### config.mk
export PLATFORM = sky130hd
export DESIGN_NAME = board_render_engine
export DESIGN_NICKNAME = d
export VERILOG_FILES = /design/src/rtl/board_render_engine.sv
export SDC_FILE = /design/constraint.sdc
export NUM_CORES = 1
export LEC_CHECK = 0
export BUFFER_PORTS_ARGS = -buffer_cell sky130_fd_sc_hd__buf_2
export CAP_MARGIN = 20
export CORE_ASPECT_RATIO = 1.75
export CORE_MARGIN = 10
export CORE_UTILIZATION = 30
export DETAILED_ROUTE_END_ITERATION = 10
export PLACE_DENSITY_LB_ADDON = 0.25
export SLEW_MARGIN = 30
export SYNTH_ARGS = -nofsm -noshare
export SYNTH_HDL_FRONTEND = slang
export SYNTH_SLANG_ARGS = --single-unit
### constraint.sdc
create_clock -name clk -period 3.47 [get_ports clk]
set_input_delay 0.5205 -clock clk [delete_from_list [all_inputs] [get_ports clk]]
set_output_delay 0.5205 -clock clk [all_outputs]
set_load 0.005 [all_outputs]
### src/rtl/board_render_engine.sv
// rtl/board_render_engine.sv - snapshot an N x N board and stream its cells as VGA plot pixels
module board_render_engine #(
    parameter int         BOARD_N    = 3,
    parameter int         CELL_W     = 26,
    parameter int         GAP        = 2,
    parameter int         ORIGIN_X   = 4,
    parameter int         ORIGIN_Y   = 4,
    parameter logic [2:0] COL_EMPTY  = 3'b000,
    parameter logic [2:0] COL_P1     = 3'b100,
    parameter logic [2:0] COL_P2     = 3'b001,
    parameter logic [2:0] COL_HI     = 3'b110,
    parameter logic [2:0] COL_BORDER = 3'b111
) (
    input  logic                           clk,
    input  logic                           resetn,
    input  logic                           start,
    input  logic                           full_redraw,
    input  logic [2*BOARD_N*BOARD_N-1:0]   grid,
    output logic [7:0]                     x_out,
    output logic [6:0]                     y_out,
    output logic [2:0]                     colour_out,
    output logic                           plot,
    output logic                           busy,
    output logic                           done
);
    localparam int CELLS = BOARD_N * BOARD_N;
    localparam int KW    = (CELLS > 1) ? $clog2(CELLS) : 1;
    localparam int PITCH = CELL_W + GAP;
    localparam int EXT_X = ORIGIN_X + BOARD_N * CELL_W + (BOARD_N - 1) * GAP;
    localparam int EXT_Y = ORIGIN_Y + BOARD_N * CELL_W + (BOARD_N - 1) * GAP;

    // Reject geometries that would run off the 160x120 plot area.
    generate
        if (EXT_X > 160 || EXT_Y > 120) begin : g_bad_geometry
            $error("board_render_engine: board does not fit the 160x120 plot area");
        end
    endgenerate

    typedef enum logic [1:0] {IDLE, SCAN, DRAW, FIN} state_t;

    state_t                  state;
    logic [CELLS-1:0][1:0]   snap;
    logic [CELLS-1:0][1:0]   shadow;
    logic                    shadow_valid;
    logic                    mode;
    logic [KW-1:0]           k;
    logic [2:0]              row;
    logic [2:0]              col;
    logic [4:0]              px;
    logic [4:0]              py;

    logic [7:0]              x_pix;
    logic [6:0]              y_pix;
    logic [2:0]              fill;
    logic [2:0]              pix_colour;
    logic                    on_border;
    logic                    last_cell;
    logic                    cell_dirty;
    logic                    last_pixel;
    logic [KW-1:0]           k_nx;
    logic [2:0]              row_nx;
    logic [2:0]              col_nx;

    // Pixel position/colour of the current (px, py) and the next cell index.
    always_comb begin
        x_pix      = 8'(ORIGIN_X) + 8'(col) * 8'(PITCH) + 8'(px);
        y_pix      = 7'(ORIGIN_Y) + 7'(row) * 7'(PITCH) + 7'(py);
        on_border  = (px == 5'd0) || (py == 5'd0) ||
                     (px == 5'(CELL_W - 1)) || (py == 5'(CELL_W - 1));
        case (snap[k])
            2'b00:   fill = COL_EMPTY;
            2'b01:   fill = COL_P1;
            2'b10:   fill = COL_P2;
            default: fill = COL_HI;
        endcase
        pix_colour = on_border ? COL_BORDER : fill;
        last_cell  = (k == KW'(CELLS - 1));
        cell_dirty = mode || (snap[k] != shadow[k]);
        last_pixel = (px == 5'(CELL_W - 1)) && (py == 5'(CELL_W - 1));
        k_nx       = k + 1'b1;
        if (col == 3'(BOARD_N - 1)) begin
            col_nx = 3'd0;
            row_nx = row + 3'd1;
        end else begin
            col_nx = col + 3'd1;
            row_nx = row;
        end
    end

    // Frame sequencer: snapshot, per-cell scan, pixel raster, completion pulse.
    always_ff @(posedge clk or negedge resetn) begin
        if (!resetn) begin
            state        <= IDLE;
            snap         <= '0;
            shadow       <= '0;
            shadow_valid <= 1'b0;
            mode         <= 1'b0;
            k            <= '0;
            row          <= 3'd0;
            col          <= 3'd0;
            px           <= 5'd0;
            py           <= 5'd0;
            x_out        <= 8'd0;
            y_out        <= 7'd0;
            colour_out   <= 3'd0;
            plot         <= 1'b0;
            busy         <= 1'b0;
            done         <= 1'b0;
        end else begin
            plot <= 1'b0;
            done <= 1'b0;
            case (state)
                IDLE: begin
                    if (start) begin
                        snap  <= grid;
                        mode  <= full_redraw | ~shadow_valid;
                        k     <= '0;
                        row   <= 3'd0;
                        col   <= 3'd0;
                        busy  <= 1'b1;
                        state <= SCAN;
                    end
                end
                SCAN: begin
                    if (cell_dirty) begin
                        px    <= 5'd0;
                        py    <= 5'd0;
                        state <= DRAW;
                    end else if (last_cell) begin
                        busy  <= 1'b0;
                        done  <= 1'b1;
                        state <= FIN;
                    end else begin
                        k   <= k_nx;
                        row <= row_nx;
                        col <= col_nx;
                    end
                end
                DRAW: begin
                    plot       <= 1'b1;
                    x_out      <= x_pix;
                    y_out      <= y_pix;
                    colour_out <= pix_colour;
                    if (last_pixel) begin
                        shadow[k] <= snap[k];
                        if (last_cell) begin
                            busy  <= 1'b0;
                            done  <= 1'b1;
                            state <= FIN;
                        end else begin
                            k     <= k_nx;
                            row   <= row_nx;
                            col   <= col_nx;
                            state <= SCAN;
                        end
                    end else if (px == 5'(CELL_W - 1)) begin
                        px <= 5'd0;
                        py <= py + 5'd1;
                    end else begin
                        px <= px + 5'd1;
                    end
                end
                FIN: begin
                    shadow_valid <= 1'b1;
                    state        <= IDLE;
                end
                default: state <= IDLE;
            endcase
        end
    end
endmodule
# After elaboration in Yosys (flattened, before gate mapping)
# Index checks and enable logic that the tools add are counted.
# Widths: inputs -> output; s select.
# classes
shift,0
mux,48
magnitude_cmp,2
multipliers,2
add_sub_neg,9
div,0
n_reduce_logical,18
bitwise_logic,2
n_eq_ne,17
# ops
op,count
$mux 3,10
$pmux 3 s3,3
$mux 5,5
$pmux 5 s2,2
$bwmux 18,1
$bmux 2 s4,2
$mux 2,8
$mux 4,4
$ne 2x2->1 const B,6
$pmux 4 s3,1
$add 5x1->5 const B,2
$eq 5x5->1 const B,2
$logic_not 5->1,2
$add 3x8->8 const A,1
$add 8x5->8,1
$demux 2 s4,1
$mux 1,8
$pmux 2 s4,1
$reduce_and 4->1,2
$add 3x7->7 const A,1
$add 7x5->7,1
$add 3x1->3 const B,2
$eq 2x2->1 const B,3
$mul 3x3->6 const B,1
other kinds (20),28
# word_totals
ram_bits,0
latch_bits,0
rom_bits,0
in_bits,22
n_memories,0
output_inout_bits,21
elab_cells,130
regBits,81

# Longest topological paths before layout
# Gate-level depths: netlist (run 1).
# depth
ltp_word,6
depth_mapped,10

# Worst setup path after synthesis (run 1)
# OpenSTA, ideal clock, no wires.
# synth_path
kind,register -> register
startpoint,register col[0]
endpoint,register x_out[7]
stages_incl_launch_ff,9
period_less_slack_ns,2.676
n_path_buf,0
path_slack_ns,0.794
arrival_ns,2.551
path_cell_list,dfrtp_1 > fa_1 > ha_1 > ha_1 > fa_1 > a21oi_1 > nor2_1 > xnor2_1 > mux2_2
# synth_via
elab_chain_len,3
# synth_rtl
item,line,text
"start, declared",48,logic [2:0] col;
"start signal, assigned",136,col <= col_nx;
"start signal, assigned",153,col <= col_nx;
$mul 3x3->6,66,x_pix = 8'(ORIGIN_X) + 8'(col) * 8'(PITCH) + 8'(px);
$add 3x8->8,66,
$add 8x5->8,66,
"end signal, assigned",141,x_out <= x_pix;
"end, declared",19,"output logic [7:0] x_out,"
# Every way passes these cells.
# A chain may end at the register's enable or synchronous reset.

# Worst setup path in the final report (run 1)
# layout_path
startpoint,register k[0]
endpoint,register px[4]
# layout_via
elab_chain_len,6
elab_cells_between_ends,8
cone_classes,eq/ne: 2; mux: 4; reduce/logical: 2
# layout_rtl
item,line,text
"start, declared",46,logic [KW-1:0] k;
"start signal, assigned",134,k <= k_nx;
"start signal, assigned",151,k <= k_nx;
$bmux 2 s4,78,cell_dirty = mode || (snap[k] != shadow[k]);
$mux 2 (not written as such),78,
$ne 2x2->1 *,78,
$logic_or 1x1->1 *,78,
$ne 2x2->1 (no source line) *,n/a,
$reduce_and 3->1 (no source line) *,n/a,
"end signal, assigned",160,px <= px + 5'd1;
"end, declared",49,logic [4:0] px;
# Every way passes the cells marked *; elsewhere a longest branch is shown, timed or not. The select of a mux whose other input is x is not followed.

==> impl_summary.txt, run 1 <==
----------------------------------------------------
[Drt]
  Via count ... 3389
  First-pass iteration count of the detailed router ... 4
  Final routed wirelength across all metal layers ... 11400 um
  Antenna Violating Nets Remaining ... 0
  Routed WL per cell ... 17.1 um
  Average via count per standard cell ... 5.06
  DRC violation count after routing ... 0
  Drt first-iter violations ... 189

[Synthesis]
  Cell Area, Synth ... 4810 um2
  Most used flip-flop cell after synthesis ... sky130_fd_sc_hd__dfrtp_1
  Synthesized-area fraction occupied by and/or/nand/nor cells ... 11.1%
  Proportion of synthesized chip area in sequential cells ... 42.1%
  Most frequent cell after synthesis ... sky130_fd_sc_hd__dfrtp_1
  Leading cell types by total area after synthesis ... sky130_fd_sc_hd__dfrtp_1 42%, sky130_fd_sc_hd__ha_1 9.6%, sky130_fd_sc_hd__mux2_2 8.2%, sky130_fd_sc_hd__mux2i_1 4.4%, sky130_fd_sc_hd__inv_1 3.4%
  Flop and latch count out of synthesis ... 81
  Post-synth EDFFs ... 0
  Synth unique cells ... 58
  Net count after synthesis ... 502
  Share of flip-flops with an asynchronous set or reset ... 100%
  Share of Yosys cell area claimed by the top area cell type ... 42.1%
  Post-Synth XOR/XNOR Area ... 1.27%
  Cell types with the highest counts after synthesis ... 81 x sky130_fd_sc_hd__dfrtp_1, 43 x sky130_fd_sc_hd__inv_1, 37 x sky130_fd_sc_hd__ha_1
  Share of the synthesized area in compound gates (AO/OA/AOI/OAI) ... 13.8%
  Cell count after synthesis ... 436
  Warnings from Yosys ... 0
  Multiplexer fraction of the synthesized cell area ... 13.9%
  Cell taking the most area after synthesis ... sky130_fd_sc_hd__dfrtp_1
  Average instance area after synthesis ... 11.0 um2
  Synthesized-area fraction occupied by adder cells ... 12.5%
  Dominant combinational cell family by area after synthesis ... multiplexers

[Floorplanning]
  Full die area ... 21700 um2
  Placeable Area ... 15800 um2
  Chip Height ... 188 um
  Starting density of the core ... 30.4%
  Die X-Extent ... 116 um
  Placement row count ... 61
  Number of top-level design ports ... 43

[Power and ir drop]
  Power density over cell area ... 355 nW/um2
  Pleak ... 2.68 nW
  Sequential share of power ... 48.3%
  Worst IR Drop VDD ... 0.198 mV
  Clock network power share ... 50.0%
  Switching fraction of total power ... 22.3%
  Comb pwr share ... 1.6%
  Cell-internal power ... 1.52 mW
  Net switching component of the power ... 0.435 mW

[Clock network]
  Number of buffers added by the clock tree synthesis step ... 9
  Total of cells resized after clock tree synthesis ... 0
  Post-CTS setup-driven buffer insertion count ... 0
  Worst-case clock buffer depth ... 2
  Clock slew at reported path FFs ... 0.06 ns
  Clock tree from TritonCTS ... built
  CTS Root Cell ... sky130_fd_sc_hd__clkbuf_16
  Skew-Pair Late Insertion Delay ... 0.34 ns
  Sinks on Clock Net ... 81
  CTS Hold Bufs ... 0
  H-tree levels ... 3

[Layout]
  Share of the core filled with cells ... 34.8%
  Number of nets in the layout ... 542
  ANT cells ... 0
  Layout overhead on the synthesized area ... 14.4%
  Share of post-route cells with drive strength above 1 ... 23.7%
  Fillcell total ... 1611
  Final cell area excluding filler cells ... 5500 um2

[Status]
  Run status ... complete, no violations

[Global route]
  Antenna violations before repair ... 0
  Maximum number of pins on one net before global-route repair ... 79
  Sum of overflow across all layers after global routing ... 0
  Combined global-route utilization of all metal layers ... 11.1%
  Number of global-route vias before repair ... 3710
  First-pass GRT wire length ... 18900 um

[Placed design]
  Count of port buffers added during placement ... 42
  Setup WS pre-CTS ... 0.613 ns
  Placed wire-length estimate ... 8770 um
  Post-place instance area ... 5200 um2
  Global placer's final weighted congestion ... 0.871

[Critical path]
  Cell count along the critical path ... 8
  Maximum net fanout on the critical path ... 13
  Cell with the largest stage delay on the worst path ... sky130_fd_sc_hd__dfrtp_1
  Kind of launch point of the worst setup path ... register
  Stage delay of the slowest cell on the critical path ... 0.47 ns
  Critical path endpoint category ... register
  Number of buffer and inverter instances along the worst setup path ... 1
  Family of cells with the greatest summed delay on the critical path ... compound AO/OA/AOI/OAI gates
  Critical path class ... reg2reg
  Ordered list of cells on the worst path ... buf_4 > mux2_1 > a21oi_1 > o221ai_1 > and3_4 > o2111ai_4 > o211ai_4 > a221o_1
  Crit path arrival time ... 3.09 ns
  Reg2reg path depth ... 8
  Required time of the worst setup path ... 3.69 ns

[Timing]
  Final clock skew ... 0.00620 ns
  Worst Hold Slack ... 0.178 ns
  Tcrit/Tclk final ... 82.7%
  Setup repair after global routing missed its margin ... false
  Number of pins with negative max-slew slack in the final report ... 0
  Number of setup violations in the final report ... 0
  Final critical-path required period ... 2.87 ns
  Fmax ... 348 MHz
  Post-route setup TNS ... 0 ns
  Final setup slack of the worst path ... 0.599 ns
  Measured slew at the worst slew-check pin ... 0.834 ns
  Final number of hold-violating endpoints ... 0
  Headroom to the max-slew limit ... 44.3%

[Flow run]
  Number of max-cap violations ... 0

[Min path]
  Path class of the lowest-slack min-delay path ... in2async

----------------------------------------------------
[worst paths after layout]
| check | from | to | slack, ns |
|---|---|---|---|
| min | resetn | x_out[4]$_DFFE_PN0P_ | 0.18 |
| min reg2reg | shadow_valid$_DFFE_PN0N_ | shadow_valid$_DFFE_PN0N_ | 0.47 |
| max | k[0]$_DFFE_PN0P_ | px[4]$_DFFE_PN0P_ | 0.60 |
| max in group asynchronous | resetn | shadow[6]$_DFFE_PN0P_ | 2.64 |
| max reg2reg | k[0]$_DFFE_PN0P_ | px[4]$_DFFE_PN0P_ | 0.60 |
| min in group clk | grid[16] | snap[16]$_DFFE_PN0P_ | 0.41 |
[cell type report]
| class | instances | area (um2) | area share (%) |
|---|---|---|---|
| Multi-Input combinational cell | 295 | 2530 | 46.0 |
| Tap cell | 189 | 236 | 4.30 |
| Timing Repair Buffer | 46 | 246 | 4.48 |
| Clock inverter | 7 | 76.3 | 1.39 |
| Inverter | 43 | 161 | 2.93 |
| Clock buffer | 9 | 225 | 4.09 |
| Sequential cell | 81 | 2030 | 36.8 |
[flip-flops by register name, indices dropped and copies added, names as in the netlist]
name          cells
x_out             8
colour_out        3
done              1
plot              1
py                5
px                5
shadow           18
state             2
mode              1
busy              1
snap             18
row               3
y_out             7
shadow_valid      1
col               3
k                 4
[power groups by stage]
| stage | registers, mW | logic [mW] | clock network, mW |
|---|---|---|---|
| 2_1_floorplan | 0.962 | 0.000234 | 0 |
| 3_3_place_gp | 0.962 | 0.0333 | 0 |
| 3_5_place_dp | 0.962 | 0.0343 | 0 |
| 4_1_cts | 0.944 | 0.0344 | 1.01 |
| 5_1_grt | 0.943 | 0.0383 | 1.05 |
| 6_report | 0.944 | 0.0322 | 0.976 |
[logic make-up after synthesis]
logic type	after synthesis
multiplexers	60
adder cells (fa/ha/maj)	44
buffers and inverters	60
AND/OR/NAND/NOR	100
XOR/XNOR	7
AO/OA/AOI/OAI	84
flip-flops	81
[stage by stage]
| stage | cells | power, mW |
|---|---|---|
| 5_1_grt | 670 | 2.03 |
| 6_report | 670 | 1.95 |
| 2_1_floorplan | 436 | 0.962 |
| 4_1_cts | 670 | 1.98 |
| 3_3_place_gp | 654 | 0.995 |
| 3_5_place_dp | 654 | 0.996 |
[layer usage]
| layer | vias up | wire, um | global-route usage [%] |
|---|---|---|---|
| met3 | 16 | 381 | 2.30 |
| li1 | 1618 | - | - |
| met2 | 62 | 6470 | 20.6 |
| met5 | - | 0 | 0 |
| met1 | 1693 | 4270 | 11.3 |
| met4 | 0 | 316 | 5.03 |
[cell usage in the layout, fill, tap and decap left out, drive strengths merged, types with 3 or more instances in the layout]
cell type / netlist / final
o221ai: 5 / 5
o21ai: 19 / 19
and4: 4 / 4
nor2b: 3 / 3
nand2b: 3 / 3
a31oi: 3 / 3
o211ai: 4 / 4
nor2: 19 / 19
mux2i: 21 / 21
mux2: 38 / 38
fa: 7 / 7
a221o: 4 / 4
a211oi: 5 / 5
xnor2: 7 / 7
nand3: 6 / 6
nor3b: 5 / 5
and3: 7 / 7
inv: 43 / 46
nor4b: 3 / 3
nor3: 3 / 3
o2bb2ai: 5 / 5
clkbuf: 9 / 9
buf: 8 / 46
dfrtp: 81 / 81
a21oi: 23 / 23
nand3b: 3 / 3
a21o: 4 / 4
nand2: 34 / 34
ha: 37 / 37
No activity file was read; power rests on OpenSTA's default activity.
==> inputs of run 2 (changes only) <==
- clock period: 3.47 -> 2.5 ns (I/O delays scaled with it)
==> run 2 against run 1 <==
  * Critical path type unchanged
  * Combinational power rose by 45%
  * Core utilization grew 3.6 points
  * Final area grew 10%
  * Critical endpoint is now x_out[7]$_DFFE_PN0P_
  * Cell count up 6.0%
  * Global-route usage rose by 0.30 points
  * Wire length is 3.3% higher
  * Sequential power is 39% higher
  * Clock skew about the same
  * Largest power group unchanged
  * Flip-flop and latch count did not move
  * Die area stayed put
  * Power is 43% higher
  * Worst hold slack worse by 0.11 ns
  * The flow now finishes with violations (setup timing)
==> impl_summary.txt, run 2 (synthesized netlist as in run 1, its figures left out) <==
----------------------------------------------------
[Drt]
  Metal1 wirelength ... 4490 um
  Final routed wirelength across all metal layers ... 11800 um
  Met2 WL ... 6700 um
  Antenna Violating Nets Remaining ... 0
  Highest Signal Layer ... met4
  Average via count per standard cell ... 4.96
  Via count ... 3521
  Drt first-iter violations ... 98
  Routed WL per cell ... 16.6 um
  DRC violation count after routing ... 0
  First-pass iteration count of the detailed router ... 4
  Routed met3 length ... 378 um

[Global route]
  Number of global-route vias before repair ... 3744
  Antenna violations before repair ... 0
  Combined global-route utilization of all metal layers ... 11.4%
  First-pass GRT wire length ... 19400 um
  Sum of overflow across all layers after global routing ... 0
  Maximum number of pins on one net before global-route repair ... 50

[Critical path]
  Required time of the worst setup path ... 2.73 ns
  Critical path class ... reg2reg
  Launch instance of the worst register-to-register path ... col[0]$_DFFE_PN0P_
  CP startpoint ... col[0]$_DFFE_PN0P_
  Critical path endpoint category ... register
  Kind of launch point of the worst setup path ... register
  Crit path arrival time ... 2.74 ns
  Maximum net fanout on the critical path ... 3

[Power and ir drop]
  Worst IR Drop VDD ... 0.256 mV
  Pleak ... 2.89 nW
  Power density over cell area ... 461 nW/um2
  Overall Power ... 2.80 mW

[Timing]
  Final critical-path required period ... 2.51 ns
  Setup repair after global routing missed its margin ... true
  Headroom to the max-slew limit ... 55.4%
  Tcrit/Tclk final ... 100%
  Final number of hold-violating endpoints ... 0
  Final clock skew ... 0.00592 ns
  Fmax ... 398 MHz
  Final setup slack of the worst path ... -0.0120 ns
  Number of setup violations in the final report ... 4
  Measured slew at the worst slew-check pin ... 0.669 ns
  Number of pins with negative max-slew slack in the final report ... 0

[Layout]
  ANT cells ... 0
  Fillcell total ... 1576
  Share of post-route cells with drive strength above 1 ... 35.9%
  Layout overhead on the synthesized area ... 26.1%
  Number of standard cells in the layout, taps in and fillers out ... 710
  Number of nets in the layout ... 582
  Highest-count cells in the layout ignoring fill and taps ... 79 x sky130_fd_sc_hd__dfrtp_1, 41 x sky130_fd_sc_hd__inv_1, 41 x sky130_fd_sc_hd__buf_2
  Most common cell after layout, fill and taps aside ... sky130_fd_sc_hd__dfrtp_1
  Registers with the highest flip-flop counts ... shadow (18), snap (18), x_out (8)

[Floorplanning]
  Placeable Area ... 15800 um2
  Starting density of the core ... 30.4%
  Chip Height ... 188 um
  Placement row count ... 61
  Full die area ... 21700 um2
  Number of top-level design ports ... 43
  Die X-Extent ... 116 um

[Status]
  Failing checks ... setup timing
  Run status ... finished with violations

[Placed design]
  Global placer's final weighted congestion ... 0.875
  Placed wire-length estimate ... 9180 um
  Placed Instances ... 691
  Count of port buffers added during placement ... 42

[Clock network]
  CTS Root Cell ... sky130_fd_sc_hd__clkbuf_16
  Skew-Pair Late Insertion Delay ... 0.34 ns
  H-tree levels ... 3
  Sinks on Clock Net ... 81
  Clock tree from TritonCTS ... built
  Number of buffers added by the clock tree synthesis step ... 9
  Clock slew at reported path FFs ... 0.06 ns
  Worst-case clock buffer depth ... 2

[Min path]
  Path class of the lowest-slack min-delay path ... in2async

[Flow run]
  Number of max-cap violations ... 0

----------------------------------------------------
-- run 2: cell type report --
type / count / area, um2 / share of cell area, %
multi-input combinational: 295 / 2730 / 45.1
inverter: 43 / 161 / 2.66
sequential: 81 / 2030 / 33.5
clock inverter: 6 / 91.3 / 1.51
clock buffer: 10 / 229 / 3.78
tap: 189 / 236 / 3.90
timing repair buffer: 86 / 582 / 9.60
-- run 2: repair_timing --
action,CTS,global route
pin swaps,2,25
gates cloned,0,0
gates resized for setup,5,37
hold buffers,0,0
endpoints found under the setup margin,6,27
buffers inserted,0,4
-- run 2: worst paths after layout --
path                                            end  slack, ns  depth (start not counted)
setup / recovery               x_out[7]$_DFFE_PN0P_      -0.01                          8
hold / removal                     k[0]$_DFFE_PN0P_       0.07                          1
setup reg to reg               x_out[7]$_DFFE_PN0P_      -0.01                          8
hold reg to reg            shadow_valid$_DFFE_PN0N_       0.46                          1
max in group asynchronous          mode$_DFFE_PN0P_       1.77                          2
min in group clk               snap[12]$_DFFE_PN0P_       0.27                          2
-- run 2: routing by layer --
layer  up-vias  global-route usage (%)
met3        15                    2.36
met5         -                       0
met2        60                    21.5
met4         0                    4.84
met1      1745                    11.4
li1       1701                       -
-- run 2: worst max-delay path, stage by stage (launching register included) --
cell and delay [ns]:
sky130_fd_sc_hd__dfrtp_2 0.42, sky130_fd_sc_hd__fa_1 0.52, sky130_fd_sc_hd__ha_4 0.19, sky130_fd_sc_hd__fa_1 0.52
sky130_fd_sc_hd__ha_4 0.22, sky130_fd_sc_hd__a21oi_2 0.10, sky130_fd_sc_hd__nor2_1 0.05, sky130_fd_sc_hd__xnor2_1 0.13
sky130_fd_sc_hd__mux2_4 0.25
-- run 2: power breakdown --
| group | total (mW) | internal [mW] | leakage [nW] | switching [mW] |
|---|---|---|---|---|
| Combinational | 0.0468 | 0.0151 | 1.72 | 0.0317 |
| Sequential | 1.31 | 1.31 | 1.02 | 0 |
| Clock | 1.44 | 0.879 | 0.145 | 0.562 |
-- run 2: through the flow --
stage / worst slack [ns] / cell area (um2) / TNS (ns) / util [%] / hold slack [ns]
detailed placement: -0.0824 / 5530 / -0.103 / 35.0 / 0.449
floorplan: 0.000675 / 4850 / 0 / - / 0.0794
finish: -0.0120 / 6060 / -0.0294 / 38.4 / 0.0699
global placement: -0.0335 / 5530 / -0.0634 / 35.0 / 0.447
CTS: -0.0292 / 5890 / -0.0517 / 37.3 / 0.106
global route: -0.124 / 6060 / -1.17 / 38.4 / 0.113
